===== config.mk =====
export PLATFORM = sky130hd
export DESIGN_NAME = cmd_encoder
export DESIGN_NICKNAME = d
export VERILOG_FILES = /design/src/rtl/cmd_encoder_pkg.sv /design/src/rtl/cmd_encoder_fifo.sv /design/src/rtl/cmd_encoder.sv
export SDC_FILE = /design/constraint.sdc
export NUM_CORES = 1
export LEC_CHECK = 0
export CAP_MARGIN = 20
export CORE_AREA = 5 5 77 149
export DETAILED_ROUTE_END_ITERATION = 7
export DIE_AREA = 0 0 82 154
export PLACE_DENSITY = 0.61
export SYNTH_ARGS = -nofsm -noshare
export SYNTH_HDL_FRONTEND = slang
export SYNTH_HIERARCHICAL = 1
export SYNTH_SLANG_ARGS = --single-unit

===== constraint.sdc =====
create_clock -name clk -period 2.9 [get_ports clk]
set_clock_uncertainty 0.15 [all_clocks]
set_input_delay 0.435 -clock clk [delete_from_list [all_inputs] [get_ports clk]]
set_output_delay 0.435 -clock clk [all_outputs]
set_load 0.005 [all_outputs]

===== src/rtl/cmd_encoder_pkg.sv =====
// Shared definitions for the command encoder and its matching decoder:
// op codes, frame field positions and the frame/checksum builders.
package cmd_encoder_pkg;

   localparam logic [2:0] OP_ON      = 3'd1;
   localparam logic [2:0] OP_OFF     = 3'd2;
   localparam logic [2:0] OP_INC     = 3'd3;
   localparam logic [2:0] OP_DEC     = 3'd4;
   localparam logic [2:0] OP_SEND    = 3'd5;
   localparam logic [2:0] OP_RECEIVE = 3'd6;

   localparam logic [7:0] HEADER = 8'hA5;

   localparam int FRAME_W  = 32;
   localparam int HDR_LSB  = 24;
   localparam int OP_LSB   = 20;
   localparam int AMT_LSB  = 12;
   localparam int SEQ_LSB  = 8;
   localparam int CSUM_LSB = 0;

   typedef enum logic [1:0] {
      ST_IDLE,
      ST_LOAD,
      ST_HOLD,
      ST_GAP
   } enc_state_t;

   typedef struct packed {
      logic [2:0] op;
      logic [7:0] amount;
   } cmd_req_t;

   function automatic logic op_is_legal(input logic [2:0] op);
      return (op >= OP_ON) && (op <= OP_RECEIVE);
   endfunction

   // Checksum covers frame bits [31:8] as three bytes.
   function automatic logic [7:0] frame_checksum(input logic [23:0] upper);
      return upper[23:16] ^ upper[15:8] ^ upper[7:0];
   endfunction

   function automatic logic [FRAME_W-1:0] build_frame(input cmd_req_t req, input logic [3:0] seq);
      logic [FRAME_W-1:0] f;
      logic [7:0]         amt;
      amt = (req.op == OP_INC || req.op == OP_DEC) ? req.amount : 8'h00;
      f = '0;
      f[HDR_LSB +: 8]  = HEADER;
      f[OP_LSB +: 4]   = {1'b0, req.op};
      f[AMT_LSB +: 8]  = amt;
      f[SEQ_LSB +: 4]  = seq;
      f[CSUM_LSB +: 8] = frame_checksum(f[FRAME_W-1:8]);
      return f;
   endfunction

endpackage


===== src/rtl/cmd_encoder_fifo.sv =====
// Small synchronous show-ahead FIFO; pointers carry an extra wrap bit so
// full and empty are distinguished without a separate occupancy counter.
module cmd_fifo #(
   parameter int WIDTH = 11,
   parameter int DEPTH = 4
) (
   input  logic             clk,
   input  logic             rst,
   input  logic             wr_en,
   input  logic [WIDTH-1:0] wr_data,
   input  logic             rd_en,
   output logic [WIDTH-1:0] rd_data,
   output logic             full,
   output logic             empty
);

   localparam int AW = $clog2(DEPTH);

   logic [WIDTH-1:0] r_mem [DEPTH];
   logic [AW:0]      r_wr_ptr;
   logic [AW:0]      r_rd_ptr;
   logic             w_push;
   logic             w_pop;

   assign empty   = (r_wr_ptr == r_rd_ptr);
   assign full    = (r_wr_ptr[AW] != r_rd_ptr[AW]) && (r_wr_ptr[AW-1:0] == r_rd_ptr[AW-1:0]);
   assign w_push  = wr_en && !full;
   assign w_pop   = rd_en && !empty;
   assign rd_data = r_mem[r_rd_ptr[AW-1:0]];

   always_ff @(posedge clk) begin
      if (rst) begin
         r_wr_ptr <= '0;
         r_rd_ptr <= '0;
      end else begin
         if (w_push) r_wr_ptr <= r_wr_ptr + (AW+1)'(1);
         if (w_pop)  r_rd_ptr <= r_rd_ptr + (AW+1)'(1);
      end
   end

   always_ff @(posedge clk) begin
      if (w_push) r_mem[r_wr_ptr[AW-1:0]] <= wr_data;
   end

endmodule


===== src/rtl/cmd_encoder.sv =====
// Host-side command transmitter: queues op requests and drives each as a
// framed, checksummed word for a fixed hold time followed by an idle gap.
module cmd_encoder
   import cmd_encoder_pkg::*;
#(
   parameter int DATA_WIDTH  = 32,
   parameter int HOLD_CYCLES = 4,
   parameter int GAP_CYCLES  = 2,
   parameter int QDEPTH      = 4
) (
   input  logic                  clk,
   input  logic                  rst,
   input  logic                  req_valid,
   output logic                  req_ready,
   input  logic [2:0]            req_op,
   input  logic [7:0]            req_amount,
   output logic [DATA_WIDTH-1:0] tx_data,
   output logic                  tx_active,
   output logic                  busy,
   output logic                  err_illegal,
   output logic [3:0]            seq
);

   localparam int MAXC = (HOLD_CYCLES > GAP_CYCLES) ? HOLD_CYCLES : GAP_CYCLES;
   localparam int CW   = $clog2(MAXC) + 1;

   enc_state_t            r_state;
   enc_state_t            w_state_next;
   logic [CW-1:0]         r_cnt;
   logic [CW-1:0]         w_cnt_next;
   logic [DATA_WIDTH-1:0] r_tx_data;
   logic [DATA_WIDTH-1:0] w_tx_data_next;
   logic                  r_tx_active;
   logic                  w_tx_active_next;
   logic [3:0]            r_seq;
   logic [3:0]            w_seq_next;
   logic                  r_err;

   logic                  w_accept;
   logic                  w_legal;
   logic                  w_pop;
   logic                  w_full;
   logic                  w_empty;
   cmd_req_t              w_wr_req;
   cmd_req_t              w_rd_req;

   assign w_accept = req_valid && req_ready;
   assign w_legal  = op_is_legal(req_op);
   assign w_wr_req = '{op: req_op, amount: req_amount};

   // Illegal ops complete the handshake but never reach the queue.
   cmd_fifo #(
      .WIDTH ($bits(cmd_req_t)),
      .DEPTH (QDEPTH)
   ) u_fifo (
      .clk     (clk),
      .rst     (rst),
      .wr_en   (w_accept && w_legal),
      .wr_data (w_wr_req),
      .rd_en   (w_pop),
      .rd_data (w_rd_req),
      .full    (w_full),
      .empty   (w_empty)
   );

   always_comb begin
      w_state_next     = r_state;
      w_cnt_next       = r_cnt;
      w_tx_data_next   = r_tx_data;
      w_tx_active_next = r_tx_active;
      w_seq_next       = r_seq;
      w_pop            = 1'b0;
      case (r_state)
         ST_IDLE: begin
            if (!w_empty) w_state_next = ST_LOAD;
         end
         ST_LOAD: begin
            w_pop            = 1'b1;
            w_tx_data_next   = DATA_WIDTH'(build_frame(w_rd_req, r_seq));
            w_tx_active_next = 1'b1;
            w_cnt_next       = '0;
            w_state_next     = ST_HOLD;
         end
         ST_HOLD: begin
            if (r_cnt == CW'(HOLD_CYCLES - 1)) begin
               w_tx_data_next   = '0;
               w_tx_active_next = 1'b0;
               w_seq_next       = r_seq + 4'd1;
               w_cnt_next       = '0;
               w_state_next     = ST_GAP;
            end else begin
               w_cnt_next = r_cnt + CW'(1);
            end
         end
         ST_GAP: begin
            if (r_cnt == CW'(GAP_CYCLES - 1)) begin
               w_cnt_next   = '0;
               w_state_next = w_empty ? ST_IDLE : ST_LOAD;
            end else begin
               w_cnt_next = r_cnt + CW'(1);
            end
         end
         default: w_state_next = ST_IDLE;
      endcase
   end

   always_ff @(posedge clk) begin
      if (rst) begin
         r_state     <= ST_IDLE;
         r_cnt       <= '0;
         r_tx_data   <= '0;
         r_tx_active <= 1'b0;
         r_seq       <= '0;
         r_err       <= 1'b0;
      end else begin
         r_state     <= w_state_next;
         r_cnt       <= w_cnt_next;
         r_tx_data   <= w_tx_data_next;
         r_tx_active <= w_tx_active_next;
         r_seq       <= w_seq_next;
         r_err       <= w_accept && !w_legal;
      end
   end

   assign req_ready   = !w_full;
   assign tx_data     = r_tx_data;
   assign tx_active   = r_tx_active;
   assign busy        = !w_empty || (r_state != ST_IDLE);
   assign err_illegal = r_err;
   assign seq         = r_seq;

endmodule


Word-level counts from Yosys, hierarchy flattened. Memory sizes are Yosys's and may differ from the RTL's. A register that Yosys moved wholly into a read port is not among the register bits. Index checks and enable logic that the tools add are counted.

Register bits after elaboration: 49. Memories kept: 1. Output and inout bits: 40. Bits of input ports: 14. RAM bits: 44. Logic and storage cells: 67.

Memories: u_fifo.r_mem (depth 4, width 11, rd ports 1, clocked after memory_dff 1, wr ports 1, RTL line cmd_encoder_fifo.sv:19) `logic [WIDTH-1:0] r_mem [DEPTH];`.

$lt $le $gt $ge: 2. Reduce and logical (&&, ||, !) cells: 19. Muxes and demuxes: 18. Bitwise logic cells: 2. Eq/ne operators: 13. Add/subtract/negate cells: 4.

Operators with widths (number): one-hot mux 32 bit (2 select lines) (1); 2-to-1 mux 32 bit (1); 2-to-1 mux 2 bit (5); adder 3 x 1 -> 3 bit (second input constant) (3); one-hot mux 3 bit (3 select lines) (1); 2-to-1 mux 8 bit (1); one-hot mux 2 bit (4 select lines) (1); bitwise XOR 8 bit (1); logical AND 1 bit (7); equality test 3 x 2 -> 1 bit (second input constant) (2); 2-to-1 mux 3 bit (2); != test 2 bit (second input constant) (3); 2-to-1 mux 1 bit (5); adder 4 x 1 -> 4 bit (second input constant) (1); equality test 2 bit (second input constant) (2); inverter 3 -> 4 bit (1); AND reduction 2 bit (2); nonzero test 2 bit (2); equality test 3 x 1 -> 1 bit (second input constant) (1); equality test 3 bit (1); equality test 3 bit (second input constant) (1); greater-or-equal comparator 3 x 1 -> 1 bit (second input constant) (1); <= comparator 3 bit (second input constant) (1); zero test 1 bit (3); 8 further kinds (9).

Longest topological paths before layout. Gate-level depths: netlist (run 1).

Depth after elaboration: 8. Depth in mapped cells: 10. Gate-level depth less buffers: 9.

Modules after synthesis. Netlist (run 1), hierarchy kept.

By module, submodules not included: cmd_fifo (area an instance 2159.6 um^2, sequential area each 1481.4 um^2, instances 1, cells an instance 125); cmd_encoder (area an instance 1670.4 um^2, sequential area each 680.7 um^2, instances 1, cells an instance 198).

Least setup slack after synthesis (run 1). Ideal clock, no wire load.

Path type: flip-flop to flip-flop. From: register u_fifo.r_rd_ptr[1]. To: memory u_fifo.r_mem[3][0], enable pin. Library setup time: 386 ps. Period minus slack after synthesis: 2684 ps. Slack: 216 ps. Required time: 2364 ps. Stages on the path, launching flop included: 10. Buffers on the path: 1. Arrival: 2148 ps. Cell sequence: dfxtp_1 -> clkbuf_4 -> xnor2_1 -> nand2_1 -> nor2_1 -> inv_1 -> nand2_1 -> nor3_1 -> nand2_1 -> a31oi_1.

Longest elaborated chain between the ends: 8.

Ends and longest elaborated chain: start, declared (RTL line cmd_encoder_fifo.sv:21) `logic [AW:0] r_rd_ptr;`; start signal, assigned (RTL line cmd_encoder_fifo.sv:37) `if (w_pop) r_rd_ptr <= r_rd_ptr + (AW+1)'(1);`; equality test 2 bit * (RTL line cmd_encoder_fifo.sv:26) `assign full = (r_wr_ptr[AW] != r_rd_ptr[AW]) && (r_wr_ptr[AW-1:0] == r_rd_ptr[AW-1:0]);`; logical AND 1 bit * (RTL line cmd_encoder_fifo.sv:26); named net w_full (RTL line cmd_encoder.sv:42) `logic w_full;`; zero test 1 bit * (RTL line cmd_encoder.sv:125) `assign req_ready = !w_full;`; named net req_ready (RTL line cmd_encoder.sv:14) `output logic req_ready,`; logical AND 1 bit (RTL line cmd_encoder.sv:47) `assign w_accept = req_valid && req_ready;`; logical AND 1 bit (RTL line cmd_encoder.sv:58) `.wr_en (w_accept && w_legal),`; logical AND 1 bit * (RTL line cmd_encoder_fifo.sv:27) `assign w_push = wr_en && !full;`; 2-to-1 mux 1 bit * (RTL line cmd_encoder_fifo.sv:42) `if (w_push) r_mem[r_wr_ptr[AW-1:0]] <= wr_data;`; 2-to-1 mux 1 bit (not written as such) * (RTL line cmd_encoder_fifo.sv:42); end, declared (RTL line cmd_encoder_fifo.sv:19).

The timed path passes the listed nets; every way through them passes the cells marked *.

Worst setup path in the final report (run 1).
From: register u_fifo.r_wr_ptr[0]. To: output busy.

Longest elaborated chain between the ends: 3.

Ends and longest elaborated chain: start, declared (RTL line cmd_encoder_fifo.sv:20) `logic [AW:0] r_wr_ptr;`; start signal, assigned (RTL line cmd_encoder_fifo.sv:36) `if (w_push) r_wr_ptr <= r_wr_ptr + (AW+1)'(1);`; equality test 3 bit (RTL line cmd_encoder_fifo.sv:25) `assign empty = (r_wr_ptr == r_rd_ptr);`; named net w_empty (RTL line cmd_encoder.sv:43) `logic w_empty;`; zero test 1 bit (RTL line cmd_encoder.sv:128) `assign busy = !w_empty || (r_state != ST_IDLE);`; logical OR 1 bit (RTL line cmd_encoder.sv:128); end, declared (RTL line cmd_encoder.sv:19) `output logic busy,`.

The timed path passes the listed nets, and every way through them passes these cells.

==> flow_summary.toml, run 1 <==
[clocking]
htreeDepth = 3
cts-buffers-inserted = 9
cts_tree = "done"
clk_path_buf_depth = 2
cts_resized = 0
cts-root-buf = "clkbuf_16"
clk_latency_ps = 340
clk_pin_slew_ps = 60
post_cts_buffers = 0
cts_hold_buf = 0
clock-sinks = 86

[worst_setup_path]
worst_path_largest_cell_delay_ps = 470
cp-end-kind = "output pin"
start_kind = "flop"
critPathSlowestCell = "dfxtp_1"
cp_max_fo = 7
required_ps = 2320
cp_top_family = "simple AND/OR/NAND/NOR gates"
critPathArrivalTime_ps = 1980
crit_chain = "xnor2_1 > nand2_1 > nor2_1 > nand2_1 > clkdlybuf4s50_1"
criticalPathCategory = "flop to output pin"
crit_top_cell = "nand2_1"
cp.buffers_inverters = 1

[routing]
wl_per_cell_um = 15.5
drt_iter0_markers = 129
vias = 2662
vias_per_cell = 5.16
firstDrtPassIters = 6
post-route-drc-count = 0
drt-total-wl_mm = 7.99
postRouteAntennaNets = 0

[synthesis]
seq_area_frac_synth_pct = 56.5
synth_flop_cell = "edfxtp_1"
syn_inst = 323
ys_ff_latch = 86
syn_avg_cell_area_um2 = 11.9
synth_cell_type_count = 43
netlist_area_um2 = 3830
ys_warn_count = 6
synth_async_sr_flop_share_pct = 0
synth_edf_count = 44

[timing]
fmax_ghz = 0.390
setup_viol = 0
slew_headroom_pct = 36.6
drv_slew = 0
final_hold_viol_count = 0
rsz0062_at_grt = "no"
fin_crit_sh_pct = 88.3
finalCriticalPeriod_ps = 2560
fin_tns_setup_ps = 0
worst_pin_slew_ps = 951

[grt]
grt_use_total_pct = 13.7
grt_pass1_vias = 2654
grt_overflow = 0
antenna_found_initial = 0
grt_max_degree = 55
grt_pass1_wl_mm = 13.2

[final_layout]
fin_nets = 405
layout-drive-gt1-share_pct = 12.1
mostFrequentLayoutCells = "clkdlybuf4s50_1 (47), edfxtp_1 (44), dfxtp_1 (42)"
diodes = 0
layout_commonest_cell = "clkdlybuf4s50_1"
fill_cells = 945
areaGrowthSynthToFinish_pct = 24.4

[power]
p_per_area_nw_per_um2 = 797
irDropWorstVdd_mv = 0.452
power.total_w = 0.00380
leakagePower_nw = 1.67

[outcome]
run_status = "finished, final reports clean"

[floorplanning]
ioPinCount = 54
initial_core_util_pct = 37.7
core_area_um2 = 10100
num_rows = 52
die_h_um = 154
dieArea_um2 = 12600
die_w_um = 82

[placement]
port_buffers = 48
gp_congestion = 0.816
hpwlAfterDp_mm = 5.99

[hold_path]
holdCritPathClass = "flop to flop"

[flow_run]
cap_violations = 0
-- per-stage QoR --
stage                     cell area, um^2  hold slack (ps)  cells  worst slack (ps)  util, %
final                                4760              305    516               338     46.9
after global routing                 4760              359    516               157     46.9
after CTS                            4760              311    516               316     46.9
after detailed placement             4460              302    500               167     43.9
after global placement               4460              298    500               236     43.9
after floorplan                      3840              303    327               216        -
-- state kept, by name, summed over array words and instances (netlist names), named ones only --
name / count
r_state: 2
u_fifo/r_mem: 44
seq: 4
r_cnt: 3
err_illegal: 1
tx_data: 24
u_fifo/r_wr_ptr: 3
u_fifo/r_rd_ptr: 3
-- metal layers --
layer  track usage [%]  vias to the layer above  share of wire (%)
li1                  -                     1285                  -
met1              14.5                     1297                 38
met2              24.7                       63                 55
met3              3.28                       17                4.5
met4              5.94                        0                2.3
met5                 0                        -                  0
-- power breakdown --
part	switching [W]	total [W]	internal [W]
clock network	0.000482	0.00116	0.000677
registers	0.000104	0.00154	0.00143
logic	0.000590	0.00110	0.000510
-- worst min-delay path, cell delays in order, from the launching register on --
cell	delay, ps
dfxtp_1	310
nand2_1	50
a21oi_1	50
-- final cells by class --
cell class	count	area (um^2)	share of cell area, %
clock buffer	9	225	4.73
timing repair buffer	65	616	12.9
inverter	14	52.6	1.10
clock inverter	7	77.6	1.63
multi-input combinational	200	1460	30.7
sequential	86	2160	45.4
tap	135	169	3.55
-- cell usage after synthesis (4+ instances only) --
| cell type | number | area [um^2] |
|---|---|---|
| xor2_1 | 4 | 35.0 |
| o211ai_1 | 5 | 37.5 |
| nor3b_1 | 6 | 45.0 |
| o21ai_0 | 6 | 30.0 |
| a22oi_1 | 7 | 52.6 |
| nor2_1 | 23 | 86.3 |
| nand3b_1 | 6 | 45.0 |
| or3_1 | 4 | 25.0 |
| a32oi_1 | 7 | 61.3 |
| a2111o_1 | 4 | 45.0 |
| buf_2 | 4 | 20.0 |
| clkbuf_1 | 10 | 37.5 |
| a31oi_1 | 6 | 37.5 |
| xnor2_1 | 5 | 43.8 |
| ha_1 | 15 | 188 |
| a21oi_1 | 15 | 75.1 |
| nand2_1 | 23 | 86.3 |
| mux4_2 | 11 | 248 |
| nand4_1 | 5 | 31.3 |
| edfxtp_1 | 44 | 1320 |
| buf_4 | 9 | 67.6 |
| nand3_1 | 15 | 75.1 |
| and2_1 | 5 | 31.3 |
| nor3_1 | 5 | 25.0 |
| inv_1 | 14 | 52.6 |
| dfxtp_1 | 42 | 841 |
-- worst paths after layout --
check | end | slack, ps | cells past startpoint | from
setup / recovery | busy | 340 | 5 | u_fifo/r_wr_ptr[0]$_SDFFE_PP0P_
hold / removal | tx_data[5]$_SDFFE_PP0P_ | 310 | 2 | tx_data[5]$_SDFFE_PP0P_
setup reg to reg | tx_data[1]$_SDFFE_PP0P_ | 430 | 5 | flop
hold reg to reg | tx_data[5]$_SDFFE_PP0P_ | 310 | 2 | tx_data[5]$_SDFFE_PP0P_
-- cell families (layout without fill, tap and decap cells) --
logic type / count (synthesis) / after routing / synth area share, %
muxes: 11 / 11 / 6.47
buffers and inverters: 41 / 95 / 5.78
AOI/OAI and AO/OA: 59 / 59 / 10.9
adders and majority gates: 15 / 15 / 4.90
xor gates and xnor gates: 9 / 9 / 2.06
other: 1 / 5 / 0.0979
DFF: 86 / 86 / 56.5
and+or+nand+nor: 101 / 101 / 13.4
Power figures use the tool's default switching activity.
==> inputs of run 2 (changes only) <==
Settings changed: CAP_MARGIN 20 to 10.
==> results of run 2 <==
No change in the layout: final DEF, timing and power equal those of run 1.
==> inputs of run 3 (changes only) <==
Settings changed: CELL_PAD_IN_SITES_DETAIL_PLACEMENT set to 1, CELL_PAD_IN_SITES_GLOBAL_PLACEMENT set to 1, PLACE_DENSITY 0.61 to 0.72.
==> run 3 against run 2 <==
  * Hold slack improved by 4.4 ps
  * Non-clock buffer count up 1
  * Clock-buffer cell count unchanged
  * Final cell count up 0.19%
  * Sequential power hardly changed
  * Global-route usage rose by 1.7 points
==> flow_summary.toml, run 3 (synthesis results as in run 1) <==
[placement]
port_buffers = 48
hpwlAfterDp_mm = 6.73
dp_slack_ps = 217
gp_congestion = 0.841
placedCellCount = 501

[timing]
slew_headroom_pct = 55.4
fmax_ghz = 0.362
setup_viol = 0
fin_crit_sh_pct = 95.2
drv_slew = 0
finalCriticalPeriod_ps = 2760
final_hold_viol_count = 0
finalWorstSetupSlack_ps = 140
worst_pin_slew_ps = 668

[hold_path]
holdCritPathClass = "flop to flop"
min-delay-start = "tx_data[5]$_SDFFE_PP0P_"

[routing]
postRouteAntennaNets = 0
vias = 2704
drt-total-wl_mm = 9.01
drt_iter0_markers = 91
vias_per_cell = 5.23
post-route-drc-count = 0
firstDrtPassIters = 6
wl_per_cell_um = 17.4

[grt]
grt_pass1_wl_mm = 14.8
antenna_found_initial = 0
grt_overflow = 0
grt_pass1_vias = 2955
grt_max_degree = 39
grt_use_total_pct = 15.4

[clocking]
clk_latency_ps = 340
clk_path_buf_depth = 2
cts-buffers-inserted = 9
clock-sinks = 86
cts-root-buf = "clkbuf_16"
htreeDepth = 3
clk_pin_slew_ps = 70
cts_hold_buf = 0
cts_tree = "done"

[floorplanning]
initial_core_util_pct = 37.7
ioPinCount = 54
die_h_um = 154
core_area_um2 = 10100
num_rows = 52
die_w_um = 82
dieArea_um2 = 12600

[final_layout]
mostFrequentLayoutCells = "clkdlybuf4s50_1 (47), edfxtp_1 (44), dfxtp_1 (42)"
fin_nets = 406
diodes = 0
largest_register_ffs = 44
layout-drive-gt1-share_pct = 12.6
utilization_pct = 47.0
fill_cells = 1107
finalNonFillerCells = 517
areaGrowthSynthToFinish_pct = 24.6
layout_commonest_cell = "clkdlybuf4s50_1"

[power]
leakagePower_nw = 1.67
irDropWorstVdd_mv = 0.505
p_per_area_nw_per_um2 = 801

[worst_setup_path]
criticalPathCategory = "flop to output pin"
crit_start = "u_fifo/r_wr_ptr[1]$_SDFFE_PP0P_"
critPathArrivalTime_ps = 2180
start_kind = "flop"
required_ps = 2320
cp-end-kind = "output pin"
cp_max_fo = 9
reg2reg_from = "u_fifo/r_wr_ptr[1]$_SDFFE_PP0P_"

[flow_run]
cap_violations = 0

[outcome]
run_status = "finished, final reports clean"
==> run 3: through the flow <==
stage	hold slack (ps)	total power (W)	TNS [ps]	area, um^2
after CTS	312	0.00387	0	4760
after global routing	345	0.00406	-0.368	4770
after global placement	301	0.00266	0	4460
after floorplan	303	0.00226	0	3840
final	310	0.00382	0	4770
after detailed placement	302	0.00271	0	4460
==> run 3: layout make-up <==
class / instances / area, um^2 / area share, %
repair buffers: 66 / 611 / 12.8
flip-flops and latches: 86 / 2160 / 45.3
inverters: 14 / 52.6 / 1.10
well taps: 135 / 169 / 3.54
multi-input cells: 200 / 1480 / 31.0
clock inverters: 7 / 71.3 / 1.49
clock buffers: 9 / 225 / 4.72
==> run 3: routing by layer <==
| layer | vias to the layer above | track usage, % | share of wire (%) |
|---|---|---|---|
| met2 | 62 | 28.2 | 56 |
| met5 | - | 0 | 0 |
| met3 | 19 | 3.75 | 4.0 |
| met1 | 1329 | 16.1 | 37 |
| li1 | 1294 | - | - |
| met4 | 0 | 6.42 | 2.7 |
==> run 3: worst max-delay path, cell delays in order, from the launching register on <==
cell and delay [ps]:
dfxtp_1 600, xnor2_4 210, nand2_1 200, nor2_1 250, nand2_1 110, clkdlybuf4s50_1 460
==> run 3: final timing paths <==
kind | cells after the start | to | slack [ps]
max | 5 | busy | 140
min reg2reg | 2 | tx_data[5]$_SDFFE_PP0P_ | 310
min | 2 | tx_data[5]$_SDFFE_PP0P_ | 310
max reg2reg | 11 | u_fifo/r_mem[0][0]$_DFFE_PP_ | 280
==> run 3: where the power goes <==
group	switching (W)	internal, W
Sequential	0.000107	0.00143
Combinational	0.000622	0.000519
Clock	0.000531	0.000611
==> run 3: timing repair <==
action,CTS,global route
endpoints found under the setup margin,1,1
resized for setup,1,1
buffers inserted,0,0
==> RTL edit: new RTL, config.mk and constraints of run 1 <==
Register the output `err_illegal` once more, with the module's reset; this adds one clock of latency there. The other outputs are not delayed to match.
--- a/src/rtl/cmd_encoder.sv
+++ b/src/rtl/cmd_encoder.sv
@@ -126,7 +126,13 @@
    assign tx_data     = r_tx_data;
    assign tx_active   = r_tx_active;
    assign busy        = !w_empty || (r_state != ST_IDLE);
-   assign err_illegal = r_err;
+   always_ff @(posedge clk) begin
+      if (rst) begin
+         err_illegal <= '0;
+      end else begin
+         err_illegal <= r_err;
+      end
+   end
    assign seq         = r_seq;
 
 endmodule
Behaviour: not the same (Yosys sat finds a counterexample within 4 cycles, from zero or initial values and one cycle with rst high).
==> RTL edit against run 1 <==
Sequential cell count is 1 higher; count of clock-buffer cells in the layout unchanged; setup slack better by 11 ps; global-route usage up 0.69 points; sequential share of layout area down 0.41 points; area after synthesis rose by 1.2%; die area unchanged; fmax is 0.43% higher; non-clock buffer count rose by 3; routed wire length increased by 3.7%; design area up 1.8%; power up 2.6%; critical path type unchanged; highest routed layer unchanged.
==> RTL edit: results (changes against run 1) <==
Placement
  • Setup WS pre-CTS: 250 ps (was 167 ps)
  • DP HPWL: 6.03 mm (was 5.99 mm)
  • Gpl congestion: 0.797 (was 0.816)
  • Placed Instances: 505 (was 500)

Power
  • Sw frac: 0.312 (was 0.310)
  • Power per Cell Area: 802 mW/mm^2 (was 797 mW/mm^2)
  • Clk. pwr: 1210 uW (was 1160 uW)
  • Comb pwr: 1150 uW (was 1100 uW)

Synthesis
  • Sequential area share after synthesis: 0.563 (was 0.565)
  • Yosys cell types: 51 (was 43)
  • Avg Synthesized Cell Area: 12.0 sq um (was 11.9 sq um)
  • Most frequent cells after synthesis: edfxtp_1 (44), dfxtp_1 (43), nand2_1 (22), nor2_1 (22), a21oi_1 (20) (was edfxtp_1 (44), dfxtp_1 (42), nand2_1 (23), nor2_1 (23))
  • Cell area after synthesis: 0.00388 sq mm (was 0.00383 sq mm)
  • Dominant cells by area after synthesis: edfxtp_1 (34%), dfxtp_1 (22%), mux4_2 (6.4%) (was edfxtp_1 (34%), dfxtp_1 (22%), mux4_2 (6.5%))

Layout
  • Share of cells above drive strength 1: 0.153 (was 0.121)
  • Buffer share of cell area: 0.132 (was 0.129)
  • Layout area overhead: 25.1% (was 24.4%)
  • Finished Layout Cells: 521 (was 516)
  • Area of the multi-input gates: 0.00149 sq mm (was 0.00146 sq mm)
  • Multi-input gates: 201 (was 200)
  • ClkCell Share: 0.0650 (was 0.0636)
  • Fraction of area in registers: 0.450 (was 0.454)
  • Number of fill cells: 971 (was 945)

Hold path
  • HP Start: r_err$_SDFF_PP0_ (was tx_data[5]$_SDFFE_PP0P_)
  • Hold Path Depth: 1 (was 2)

STA
  • Min Hold Slack: 299 ps (was 305 ps)

Detailed routing
  • DRT Pass-1 Iters: 4 (was 6)
  • Wirelength, routed: 8.28 mm (was 7.99 mm)

Status
  • Outcome: completed (unchanged)

Worst setup path
  • Crit-path max FO: 6 (was 7)
  • Critical register-to-register path endpoint: tx_data[2]$_SDFFE_PP0P_ (was tx_data[1]$_SDFFE_PP0P_)
[RTL edit: cell types whose count changed after synthesis, moves of 3 or more]
cell | run 1 | this run
a21oi_1 | 15 | 20
clkbuf_1 | 10 | 6
a2111o_1 | 4 | 1
nand3_1 | 15 | 7
nor2b_1 | 2 | 5
a2111oi_0 | 0 | 3
[RTL edit: metal layers]
| metal | routed length, um | global-route usage | vias to the layer above |
|---|---|---|---|
| met1 | 3000 | 0.149 | 1307 |
| met3 | 393 | 0.0363 | 13 |
| met4 | 184 | 0.0689 | 0 |
| li1 | - | - | 1300 |
| met5 | 0 | 0 | - |
| met2 | 4700 | 0.259 | 73 |
[RTL edit: how the worst max path moves through the flow]
stage,from,to,slack [ps],cells past startpoint
6_report,u_fifo/r_rd_ptr[0]$_SDFFE_PP0P_,busy,350,5
5_1_grt,u_fifo/r_rd_ptr[0]$_SDFFE_PP0P_,busy,240,5
4_1_cts,u_fifo/r_rd_ptr[0]$_SDFFE_PP0P_,busy,320,5
3_5_place_dp,req_op[0],u_fifo/r_mem[2][1]$_DFFE_PP_,250,7
3_3_place_gp,req_op[2],u_fifo/r_mem[2][9]$_DFFE_PP_,290,7
2_1_floorplan,u_fifo/r_rd_ptr[1]$_SDFFE_PP0P_,u_fifo/r_mem[3][0]$_DFFE_PP_,220,9
[RTL edit: cells by family (layout without fill, tap and decap cells)]
logic type / Yosys count / in the layout / share of synthesized area
compound gates: 67 / 67 / 0.123
xor+xnor: 9 / 9 / 0.0203
fa+ha+maj: 15 / 15 / 0.0484
buf+inv: 39 / 98 / 0.0555
flops: 87 / 87 / 0.563
mux: 11 / 11 / 0.0639
other cells: 1 / 5 / 0.000967
simple gates: 94 / 94 / 0.125
